<file path="config.mk">
export PLATFORM = sky130hd
export DESIGN_NAME = riscv_mem_arbiter
export DESIGN_NICKNAME = d
export VERILOG_FILES = /design/src/rtl/riscv_mem_arbiter.sv
export SDC_FILE = /design/constraint.sdc
export NUM_CORES = 1
export LEC_CHECK = 0
export ABC_AREA = 0
export BUFFER_PORTS_ARGS = -buffer_cell sky130_fd_sc_hd__buf_2
export CAP_MARGIN = 30
export CORE_AREA = 2 2 113 115
export DETAILED_ROUTE_END_ITERATION = 8
export DIE_AREA = 0 0 115 117
export GPL_ROUTABILITY_DRIVEN = 1
export SYNTH_ARGS = -nofsm -noshare
export SYNTH_HDL_FRONTEND = slang
export SYNTH_SLANG_ARGS = --single-unit
</file>
<file path="constraint.sdc">
create_clock -name clk -period 2.54 [get_ports clk]
set_clock_uncertainty 0.1 [all_clocks]
set_input_delay 0.254 -clock clk [delete_from_list [all_inputs] [get_ports clk]]
set_output_delay 0.254 -clock clk [all_outputs]
set_load 0.02 [all_outputs]
</file>
<file path="src/rtl/riscv_mem_arbiter.sv">
// Shares one memory port between instruction fetch and load/store.
// Data-first priority with a streak limit; one transaction outstanding.
module riscv_mem_arbiter #(
    parameter int ADDR_W       = 32,
    parameter int MAX_D_STREAK = 4
) (
    input  logic              clk,
    input  logic              rst_n,
    input  logic              i_req,
    input  logic [ADDR_W-1:0] i_addr,
    input  logic              i_kill,
    output logic              i_gnt,
    output logic              i_rvalid,
    output logic [31:0]       i_rdata,
    input  logic              d_req,
    input  logic              d_we,
    input  logic [3:0]        d_be,
    input  logic [ADDR_W-1:0] d_addr,
    input  logic [31:0]       d_wdata,
    output logic              d_gnt,
    output logic              d_rvalid,
    output logic [31:0]       d_rdata,
    output logic              m_req,
    output logic              m_we,
    output logic [3:0]        m_be,
    output logic [ADDR_W-1:0] m_addr,
    output logic [31:0]       m_wdata,
    input  logic              m_gnt,
    input  logic              m_rvalid,
    input  logic [31:0]       m_rdata,
    output logic              proto_err,
    output logic [15:0]       conflict_cnt
);

    typedef enum logic [1:0] {IDLE, WAIT_I, WAIT_D} state_t;

    localparam logic [3:0] STREAK_MAX = 4'(MAX_D_STREAK);

    state_t     state;
    state_t     state_nxt;
    logic       lock_v;
    logic       lock_d;
    logic       kill_q;
    logic [3:0] streak;
    logic       sel_i;
    logic       sel_d;
    logic       gnt;
    logic       idle;

    assign idle = (state == IDLE);

    // A registered lock pins the selection until the memory grants it.
    always_comb begin
        sel_i = 1'b0;
        sel_d = 1'b0;
        if (idle) begin
            if (lock_v) begin
                sel_d = lock_d;
                sel_i = !lock_d;
            end else if (d_req && !(i_req && streak == STREAK_MAX)) begin
                sel_d = 1'b1;
            end else if (i_req) begin
                sel_i = 1'b1;
            end
        end
    end

    assign m_req   = sel_i | sel_d;
    assign gnt     = m_req & m_gnt;
    assign i_gnt   = sel_i & m_gnt;
    assign d_gnt   = sel_d & m_gnt;
    assign m_we    = sel_d & d_we;
    assign m_be    = sel_d ? d_be : (sel_i ? 4'hF : 4'h0);
    assign m_addr  = sel_d ? d_addr : (sel_i ? i_addr : '0);
    assign m_wdata = sel_d ? d_wdata : 32'h0;

    assign i_rvalid = (state == WAIT_I) & m_rvalid & !kill_q & !i_kill;
    assign d_rvalid = (state == WAIT_D) & m_rvalid;
    assign i_rdata  = i_rvalid ? m_rdata : 32'h0;
    assign d_rdata  = d_rvalid ? m_rdata : 32'h0;

    always_ff @(posedge clk or negedge rst_n) begin
        if (!rst_n) begin
            state <= IDLE;
        end else begin
            state <= state_nxt;
        end
    end

    always_comb begin
        state_nxt = state;
        unique case (state)
            IDLE: begin
                if (d_gnt) begin
                    state_nxt = WAIT_D;
                end else if (i_gnt) begin
                    state_nxt = WAIT_I;
                end
            end
            WAIT_I, WAIT_D: begin
                if (m_rvalid) begin
                    state_nxt = IDLE;
                end
            end
            default: state_nxt = IDLE;
        endcase
    end

    always_ff @(posedge clk or negedge rst_n) begin
        if (!rst_n) begin
            lock_v <= 1'b0;
            lock_d <= 1'b0;
        end else if (gnt) begin
            lock_v <= 1'b0;
        end else if (m_req) begin
            if (sel_i && i_kill) begin
                lock_v <= 1'b0;
            end else begin
                lock_v <= 1'b1;
                lock_d <= sel_d;
            end
        end
    end

    // A killed fetch still owns the port until its response drains.
    always_ff @(posedge clk or negedge rst_n) begin
        if (!rst_n) begin
            kill_q <= 1'b0;
        end else if (i_gnt && i_kill) begin
            kill_q <= 1'b1;
        end else if (state == WAIT_I) begin
            if (m_rvalid) begin
                kill_q <= 1'b0;
            end else if (i_kill) begin
                kill_q <= 1'b1;
            end
        end
    end

    always_ff @(posedge clk or negedge rst_n) begin
        if (!rst_n) begin
            streak <= 4'h0;
        end else if (i_gnt || !i_req) begin
            streak <= 4'h0;
        end else if (d_gnt && streak != STREAK_MAX) begin
            streak <= streak + 4'h1;
        end
    end

    always_ff @(posedge clk or negedge rst_n) begin
        if (!rst_n) begin
            conflict_cnt <= 16'h0;
        end else if (idle && i_req && d_req && !gnt) begin
            if (conflict_cnt != 16'hFFFF) begin
                conflict_cnt <= conflict_cnt + 16'h1;
            end
        end
    end

    always_ff @(posedge clk or negedge rst_n) begin
        if (!rst_n) begin
            proto_err <= 1'b0;
        end else if (idle && m_rvalid) begin
            proto_err <= 1'b1;
        end
    end

endmodule

</file>
**Word level (Yosys, flattened, before mapping)**

Cells that the tools add are included.

- Bits of input ports: 140
- Flip-flop bits (word level): 26
- Output and inout port bits: 155

- Bitwise logic cells: 11
- Reductions and logical operators: 26
- Mux-type cells: 27
- Eq/ne operators: 7
- Add/sub/neg operators: 2

Operators with widths:

| cell | count |
|---|---|
| $mux W32 | 5 |
| $add A16 B1 Y16 const B | 1 |
| $mux W4 | 4 |
| $ne A16 B16 Y1 const B | 1 |
| $mux W1 | 14 |
| $logic_and A1 B1 Y1 | 9 |
| $and A1 B1 Y1 | 8 |
| $logic_not A1 Y1 | 6 |
| $mux W2 | 3 |
| $reduce_and A2 Y1 | 3 |
| $reduce_bool A2 Y1 | 3 |
| $add A4 B1 Y4 const B | 1 |
| $eq A4 B3 Y1 const B | 1 |
| $ne A4 B3 Y1 const B | 1 |
| $pmux W2 S2 | 1 |
| $ne A3 B3 Y1 const B | 1 |
| $reduce_and A3 Y1 | 1 |
| $reduce_bool A3 Y1 | 1 |
| $eq A2 B1 Y1 const B | 1 |
| $eq A2 B2 Y1 const B | 1 |
| $logic_not A2 Y1 | 1 |
| $ne A2 B2 Y1 const B | 1 |
| $not A1 Y1 | 2 |
| $reduce_or A2 Y1 | 1 |
| 2 further kinds | 2 |

**Logic depth before layout (Yosys ltp)**

- Depth after elaboration: 12
- Gate-level depth with buffers: 8

**Least setup slack after synthesis**

OpenSTA, ideal clock, no wires.

- Path type: flip-flop to output port
- From: register streak[0]
- To: output port m_be[0]
- Buffers on the path: 2
- Path slack: 0.424 ns
- Arrival: 1.762 ns
- Stages on the path, launching flop included: 9
- Required time: 2.186 ns
- Cell sequence: dfrtp_1 > inv_1 > ha_1 > nand4b_2 > a221oi_2 > buf_4 > buf_2 > nor2_1 > nor2_1

- Word-level cells in the longest chain between the ends: 9

Ends and longest elaborated chain:

| what | RTL line | source |
|---|---|---|
| start: declaration | 44 | `logic [3:0] streak;` |
| start signal: assignment | 146 | `streak <= streak + 4'h1;` |
| $eq A4 B3 Y1 (*) | 60 | `end else if (d_req && !(i_req && streak == STREAK_MAX)) begin` |
| $logic_and A1 B1 Y1 (*) | 60 |  |
| $logic_not A1 Y1 (*) | 60 |  |
| $logic_and A1 B1 Y1 (*) | 60 |  |
| $mux W1 | 60 |  |
| $mux W1 | 57 | `if (lock_v) begin` |
| $mux W1 | 56 | `if (idle) begin` |
| $mux W4 | 73 | `assign m_be = sel_d ? d_be : (sel_i ? 4'hF : 4'h0);` |
| $mux W4 (*) | 73 |  |
| end: declaration | 25 | `output logic [3:0] m_be,` |

Mark *: on every way between the ends. The rest lies on a longest branch, timed or not.

**Worst setup path in the final report**

- From: register streak[0]
- To: output port m_addr[8]

- Word-level cells in the longest chain between the ends: 9

Ends and longest elaborated chain:

| what | RTL line | source |
|---|---|---|
| $eq A4 B3 Y1 (*) | 60 |  |
| $logic_and A1 B1 Y1 (*) | 60 |  |
| $logic_not A1 Y1 (*) | 60 |  |
| $logic_and A1 B1 Y1 (*) | 60 |  |
| $mux W1 | 60 |  |
| $mux W1 | 57 |  |
| $mux W1 | 56 |  |
| $mux W32 | 74 | `assign m_addr = sel_d ? d_addr : (sel_i ? i_addr : '0);` |
| $mux W32 (*) | 74 |  |
| end: declaration | 26 | `output logic [ADDR_W-1:0] m_addr,` |

Marks and branches as above.

==> results_dict.tcl <==
set metrics [dict create \
    outcome "finished clean" \
    vias 3562 \
    synth.area.top_cells "dfrtp_1 26%, and2_1 17%, a22o_1 11%" \
    cp_top_family "compound AO/OA/AOI/OAI gates" \
    yosysMostFrequentCell "and2_1" \
    slew_viol_final 0 \
    dp_cells 733 \
    antenna_found_initial 10 \
    drc 0 \
    leakagePower_uw 0.002675 \
    synth-edff-count 0 \
    portBuffers 294 \
    wl_per_cell_um 19.40 \
    synth_top_cell_by_area "dfrtp_1" \
    crit_slowest_cell "dfrtp_1" \
    post-dp-hpwl_um 12190 \
    crit_chain "inv_1 > ha_2 > nand4b_4 > a221oi_4 > buf_12 > a22o_1 > buf_2" \
    syn_area_um2 2536 \
    grt_pass1_vias 2949 \
    grt-ovfl-total 0 \
    drive_above_1_share 0.5541 \
    drv_cap 0 \
    synth_ff_type "dfrtp_1" \
    crit_path_max_fanout 19 \
    setup_violations 0 \
    worstPathRequired_ns 2.19 \
    cts_sinks 26 \
    worstSkewPairLatency_ns 0.26 \
    syn2layout_area_growth_pct 72.77 \
    cts_htree_levels 1 \
    cts_tree "built" \
    finalHoldViolations 0 \
    die_h_um 117 \
    cts-root-buf "clkbuf_16" \
    dr.pass1.iters 5 \
    initial_utilization 0.2060 \
    grt_max_degree 67 \
    detail-route-antenna-nets 0 \
    tightestPinTransition_ns 0.6157 \
    gp_congestion 0.8669 \
    slew_headroom 0.5895 \
    ir_drop_mv 0.6246 \
    post-route-period-util 0.9748 \
    dp_slack_ns 0.2024 \
    period_needed_ns 2.476 \
    synth_cell_types 49 \
    arrival_ns 2.12 \
    worstSetupEndpointType "primary output" \
    wl_um 14470 \
    ys_async_sr_fraction 1.000 \
    path_clk_slew_ns 0.06 \
    viasPerCell 4.775 \
    start_kind "flop" \
    die_area_um2 13460 \
    fin_cells 746 \
    syn_area_per_cell_um2 8.315 \
    seqCellArea_um2 650.6 \
    drtIter0Drc 320 \
    max_freq_mhz 403.9 \
    power_density_nw_per_um2 865.8 \
    multi_input_area_um2 1794 \
    synth_fp_nets 451 \
    cts_buffers 3 \
    fp-row-count 41 \
    final_nets 740 \
    fillerInstances 1302 \
    core_area_um2 12310 \
    die_w_um 115 \
    slowest_delay_ns 0.40 \
    critPathKind "reg -> out" \
    num_io_pins 295 \
    yosysSeqAreaShare 0.2565 \
    ys_ff_latch 26 \
    clk_path_buf_depth 2 \
    grt_pass1_wl_um 18350 \
    yosysWarnings 0 \
    synth_top_area_frac 0.2565 \
    netlist_instances 305 \
    synthTopCellsByCount "68 x and2_1, 37 x and3_1, 32 x a22o_1" \
    timing.hold.ws_ns 0.1605 \
    crit_buf_inv 3 \
    hp-class "in -> reg" \
    setup_ws_ns 0.06396 \
    track_usage 0.1872 \
]
-- repair_timing --
| action | 4_1_cts | 5_1_grt |
|---|---|---|
| endpoints found under the hold margin | 26 | 0 |
| hold buffers | 1 | 0 |
| setup endpoints to repair | 9 | 44 |
| resized for setup | 3 | 9 |
| gates cloned | 1 | 0 |
| setup buffers | 1 | 3 |
| pin swaps | 1 | 1 |
-- cells by family after synthesis --
family | Yosys count | synth area share
and+or+nand+nor | 159 | 0.3878
buffers and inverters | 33 | 0.05673
DFF | 26 | 0.2565
xor gates and xnor gates | 13 | 0.04489
muxes | 5 | 0.02417
AOI/OAI and AO/OA | 63 | 0.2003
adders and majority gates | 6 | 0.02960
-- cells in the final DEF, fill, tap and decap left out, drive strengths merged, types with 3 or more instances in the layout --
cell type,synthesis,layout
nand3,7,7
nor2,17,17
buf,8,306
nand2,7,7
and2,68,68
mux2,3,3
dfrtp,26,26
and3,37,37
o21ai,3,3
clkbuf,15,3
xor2,5,5
nand4,7,7
diode,0,4
inv,10,9
xnor2,8,8
a22o,32,32
ha,6,6
a21oi,9,9
nor3,3,3
a21o,4,4
-- layout make-up --
cell class	instances	share of cell area
multi-input cells	246	0.4095
repair buffers	307	0.3704
flip-flops and latches	26	0.1485
well taps	150	0.04283
clock buffers	3	0.01713
inverters	10	0.009423
diodes	4	0.002284
-- routing by layer --
layer  part of all wire  up-vias  GRT usage
met4             0.0021        4    0.01205
met3               0.15       12    0.08290
met5             0.0019        -          0
li1                   -     1676          -
met2               0.36      219     0.2122
met1               0.49     1651     0.3161
-- power by group --
| part | leakage (µW) | switching (µW) | internal (µW) |
|---|---|---|---|
| logic | 0.00231 | 1770 | 1100 |
| registers | 0.000333 | 89.1 | 490 |
| clock network | 0.0000370 | 139 | 209 |
| total | 0.00268 | 1990 | 1800 |
-- flip-flops by register name, summed over array words and instances, names as in the netlist --
| signal | cells |
|---|---|
| kill_q | 1 |
| streak | 4 |
| conflict_cnt | 16 |
| lock_v | 1 |
| proto_err | 1 |
| state | 2 |
| lock_d | 1 |
-- final timing paths --
check,startpoint,end,slack (ns),cells past startpoint
worst max-delay path,streak[0],m_addr[8],0.06,7
worst min-delay path,i_kill,kill_q,0.16,2
worst max register to register,state[1],conflict_cnt[12],0.47,6
worst min register to register,proto_err,proto_err,0.36,1
max in group asynchronous,rst_n,lock_d,1.49,2
min in group asynchronous,rst_n,conflict_cnt[12],0.44,2
-- per-stage QoR --
| step | util | setup TNS, ns | total power, µW | instance area (µm²) |
|---|---|---|---|---|
| final | 0.3559 | 0 | 3793 | 4382 |
| after global routing | 0.3555 | -0.1248 | 4028 | 4377 |
| after CTS | 0.3503 | -0.007719 | 3703 | 4313 |
| after detailed placement | 0.3399 | 0 | 3261 | 4185 |
| after global placement | 0.3399 | 0 | 3233 | 4185 |
| after floorplan | - | 0 | 2279 | 2536 |
Note: power is estimated with default switching activity, not from simulation.
